--- src/rtl/demux16_64.sv ---
// demux16_64: routes DI into one of four registered outputs (A..D), manually via S
// or round-robin via PTR. Round-robin mode is compiled in only with DEMUX16_64_AUTO_EN.
module demux16_64 #(
    parameter int WIDTH = 16
) (
    input  logic             clk,
    input  logic             rst,
    input  logic [WIDTH-1:0] DI,
    input  logic             DI_VALID,
    input  logic [1:0]       S,
    input  logic             AUTO,
    input  logic             CLR,
    output logic [WIDTH-1:0] A,
    output logic [WIDTH-1:0] B,
    output logic [WIDTH-1:0] C,
    output logic [WIDTH-1:0] D,
    output logic [3:0]       VLD,
    output logic             FRAME,
    output logic [1:0]       PTR
);

    localparam logic [1:0] FILL0 = 2'd0;
    localparam logic [1:0] FILL1 = 2'd1;
    localparam logic [1:0] FILL2 = 2'd2;
    localparam logic [1:0] FILL3 = 2'd3;

    logic [1:0] dest;
    logic [3:0] dest_onehot;

`ifdef DEMUX16_64_AUTO_EN
    logic [1:0] state;
    logic [1:0] state_next;
    logic       frame_next;

    // Dropping AUTO forces FILL0 on the same edge, so a later rising AUTO starts at A.
    always_comb begin
        state_next = state;
        frame_next = 1'b0;
        dest       = S;
        if (!AUTO) begin
            state_next = FILL0;
        end else begin
            dest = state;
            if (DI_VALID) begin
                unique case (state)
                    FILL0:   state_next = FILL1;
                    FILL1:   state_next = FILL2;
                    FILL2:   state_next = FILL3;
                    FILL3:   state_next = FILL0;
                    default: state_next = FILL0;
                endcase
                frame_next = (state == FILL3);
            end
        end
    end

    always_ff @(posedge clk or posedge rst) begin
        if (rst) begin
            state <= FILL0;
            FRAME <= 1'b0;
        end else if (CLR) begin
            state <= FILL0;
            FRAME <= 1'b0;
        end else begin
            state <= state_next;
            FRAME <= frame_next;
        end
    end

    assign PTR = state;
`else
    logic unused_auto;

    assign unused_auto = AUTO;
    assign dest        = S;
    assign PTR         = FILL0;
    assign FRAME       = 1'b0;
`endif

    always_comb begin
        dest_onehot       = '0;
        dest_onehot[dest] = 1'b1;
    end

    always_ff @(posedge clk or posedge rst) begin
        if (rst) begin
            A   <= '0;
            B   <= '0;
            C   <= '0;
            D   <= '0;
            VLD <= '0;
        end else if (CLR) begin
            A   <= '0;
            B   <= '0;
            C   <= '0;
            D   <= '0;
            VLD <= '0;
        end else if (DI_VALID) begin
            VLD <= dest_onehot;
            if (dest_onehot[0]) A <= DI;
            if (dest_onehot[1]) B <= DI;
            if (dest_onehot[2]) C <= DI;
            if (dest_onehot[3]) D <= DI;
        end else begin
            VLD <= '0;
        end
    end

endmodule

--- config.mk ---
export PLATFORM = sky130hd
export DESIGN_NAME = demux16_64
export DESIGN_NICKNAME = d
export VERILOG_FILES = /design/src/rtl/demux16_64.sv
export SDC_FILE = /design/constraint.sdc
export NUM_CORES = 1
export LEC_CHECK = 0
export ABC_AREA = 1
export CAP_MARGIN = 20
export CORE_MARGIN = 5
export CORE_UTILIZATION = 35
export CTS_CLUSTER_DIAMETER = 150
export DETAILED_ROUTE_END_ITERATION = 10
export MAX_ROUTING_LAYER = met4
export SYNTH_ARGS = -nofsm -noshare
export SYNTH_HDL_FRONTEND = slang
export SYNTH_SLANG_ARGS = --single-unit
--- constraint.sdc ---
create_clock -name clk -period 2.9 [get_ports clk]
set_input_delay 0.58 -clock clk [delete_from_list [all_inputs] [get_ports clk]]
set_output_delay 0.58 -clock clk [all_outputs]
set_load 0.01 [all_outputs]
==> run summary <==
smallest setup slack after layout = 0.624 ns
total of hold buffers inserted after clock tree synthesis = 0
overall fraction of global-route tracks in use = 16.7%
final routed wire length divided by cell count = 15.2 µm
area of the placeable core = 0.00813 mm²
Clk Latency, worst-skew pair = 0.34 ns
EDFF count, synth = 0
die boundary width = 101 µm
number of detailed-routing iterations run before antenna repair = 4
leading cell types by total area after synthesis = sky130_fd_sc_hd__dfrtp_1 (59%), sky130_fd_sc_hd__nand2_1 (17%), sky130_fd_sc_hd__nand3_1 (8.3%)
global routing usage on met3 = 3.39%
number of remaining DRC errors = 0
total wire length = 8080 µm
met1 routing resource usage after global routing = 22.0%
fmax = 439 MHz
first-pass GRT wire length = 13100 µm
final worst path period need = 2.28 ns
main flop type after synthesis = sky130_fd_sc_hd__dfrtp_1
remaining global-route overflow = 0
dpl ws = 0.275 ns
buffers from clock root to sink, at most = 2
number of nets in the layout = 443
synthesized cell area = 0.00290 mm²
detailed placement HPWL = 5590 µm
delay of the slowest cell on the worst path = 0.84 ns
number of fill cells in the layout = 802
share of the synthesized area in the top cell type = 58.8%
count of vias placed by the detailed router = 2557
setup repair after global routing missed its margin = false
commonest cells in the netlist = sky130_fd_sc_hd__nand2_1 (132), sky130_fd_sc_hd__dfrtp_1 (68), sky130_fd_sc_hd__nand3_1 (48)
top cell type by total area after synthesis = sky130_fd_sc_hd__dfrtp_1
Max VDD drop = 220 µV
largest net degree at the start of global routing = 36
vias in the first global route = 2585
CTS Buf Count = 9
Die Footprint = 0.0102 mm²
cell type with the highest occurrence count on the critical path = sky130_fd_sc_hd__nand2_1
Top-Level Pins = 94
post-synthesis area per instance = 8.64 µm²
number of storage elements in the synthesis netlist = 68
clock sink count = 68
ys async rst share = 100%
max-cap violation count = 0
crit path kind = in -> reg
accumulated negative setup slack = 0 ns
pin slew with the least headroom to its limit = 0.750 ns
clk root buf = sky130_fd_sc_hd__clkbuf_8
Crit Path Max Fanout = 18
crit share post-route = 78.5%
path type of the worst min-delay path = reg -> reg
dominant cell by count in the synthesized netlist = sky130_fd_sc_hd__nand2_1
layer with the highest usage after global routing = met2
clock tree from TritonCTS = yes
data arrival time of the critical path = 2.55 ns
cells resized by post-CTS repair = 0
number of cells produced by synthesis = 335
Unique masters post-synth = 14
final slew viol count = 0
Setup crit end kind = register
Post-CTS Repair Setup Buffers = 0
final weighted congestion of routability-driven global placement = 0.795
vertical extent of the die = 101 µm
setup violation total in the final timing report = 0
initial standard-cell utilization of the core = 35.6%
detailed router's first-iteration violation count = 134
endpoint required time on the critical path = 3.17 ns
Critical Path Slowest Stage Cell = sky130_fd_sc_hd__clkdlybuf4s50_1
via/cell ratio = 4.82
cell area power density = 571 mW/mm²
yosys synthesis warning count = 0
number of antenna violations at the first check in global routing = 0
Antenna diodes = 0
number of rows in the core area = 33
clock-pin transition on the worst setup and hold timing paths = 0.08 ns
worst max-slew margin expressed relative to the limit = 50.0%
ordered cell list for the critical path = clkdlybuf4s50_1 -> nand3_2 -> nand2_2 -> nand2_1 -> nand2_1
sort of element at the start of the critical path = primary input
fraction of layout instances using a drive strength above 1 = 7.29%
fraction of met2 tracks used by global routing = 25.8%
Worst Skew = 0 ns
hold violation count in the final report = 0
Post-DRT Antenna Nets = 0
port buffer count = 89
status = complete, no violations
area grow syn2layout = 41.3%
sequential share of the synthesized area = 58.8%
LEAKAGE = 0.00210 µW
H-tree depth reported by CTS = 3
-- path summary, 6_finish.rpt --
kind                       startpoint  endpoint  slack [ns]  cells past startpoint
setup / recovery             DI_VALID     C[14]        0.62                      5
hold / removal                   D[8]      D[8]        0.48                      2
setup reg to reg                 B[3]      B[3]        2.23                      2
hold reg to reg                  D[8]      D[8]        0.48                      2
max in group asynchronous         rst     B[10]        1.56                      3
min in group asynchronous         rst      D[5]        0.70                      2
-- cell usage in the layout (no fill, tap or decap) --
| master | n |
|---|---|
| sky130_fd_sc_hd__clkinv_4 | 1 |
| sky130_fd_sc_hd__buf_4 | 4 |
| sky130_fd_sc_hd__buf_12 | 1 |
| sky130_fd_sc_hd__clkdlybuf4s50_1 | 89 |
| sky130_fd_sc_hd__nand2_2 | 3 |
| sky130_fd_sc_hd__inv_2 | 2 |
| sky130_fd_sc_hd__clkinvlp_4 | 1 |
| sky130_fd_sc_hd__dfrtp_1 | 68 |
| sky130_fd_sc_hd__nor2_1 | 19 |
| sky130_fd_sc_hd__inv_1 | 19 |
| sky130_fd_sc_hd__conb_1 | 3 |
| sky130_fd_sc_hd__nand3_2 | 3 |
| sky130_fd_sc_hd__nand4_1 | 16 |
| sky130_fd_sc_hd__nor2_4 | 2 |
| sky130_fd_sc_hd__bufinv_16 | 3 |
| sky130_fd_sc_hd__clkinv_2 | 1 |
| sky130_fd_sc_hd__nand3_1 | 48 |
| sky130_fd_sc_hd__clkbuf_8 | 10 |
| sky130_fd_sc_hd__nand2_1 | 132 |
-- cell families (layout without fill, tap and decap cells) --
logic type | after synthesis | in the layout | share of synthesized area [%]
buffers and inverters | 43 | 131 | 7.30
other | 1 | 3 | 0.130
and+or+nand+nor | 223 | 223 | 33.8
DFF | 68 | 68 | 58.8
-- through the flow --
| stage | hold WS [ns] | std cells | cell area (µm²) | total power (µW) | utilization (%) |
|---|---|---|---|---|---|
| floorplan | 0.514 | 337 | 2900 | 1200 | - |
| global placement | 0.466 | 514 | 3840 | 1390 | 47.2 |
| detailed placement | 0.466 | 514 | 3840 | 1400 | 47.2 |
| CTS | 0.488 | 530 | 4090 | 2370 | 50.3 |
| global route | 0.511 | 530 | 4090 | 2440 | 50.3 |
| finish | 0.483 | 530 | 4090 | 2340 | 50.3 |
-- metal layers --
layer	part of all wire, %	wire [µm]	vias up
met5	0	0	-
met4	1.1	89	0
met3	5.6	454	9
met2	46	3750	79
met1	47	3780	1243
li1	-	-	1226
-- registers in the layout, indices dropped and copies added (netlist names) --
register and count:
A 16, B 16, C 16, D 16, VLD 4
-- cell type report --
cell class	instances	area (µm²)	share of cell area [%]
Timing Repair Buffer	94	941	23.0
Inverter	21	78.8	1.93
Sequential cell	68	1700	41.6
Clock inverter	6	111	2.72
Clock buffer	10	138	3.36
Multi-Input combinational cell	226	990	24.2
Tap cell	105	131	3.21
-- critical path: cells and delay by family --
family | cells | cell delay (ns)
and+or+nand+nor | 4 | 1.11
buffers and inverters | 1 | 0.84
-- power by group --
group / switching [µW] / total, µW / internal (µW) / leakage (µW)
combinational: 179 / 336 / 157 / 0.00107
sequential: 33.3 / 1040 / 1000 / 0.000911
clock: 371 / 965 / 595 / 0.000122
Power figures use the tool's default switching activity.
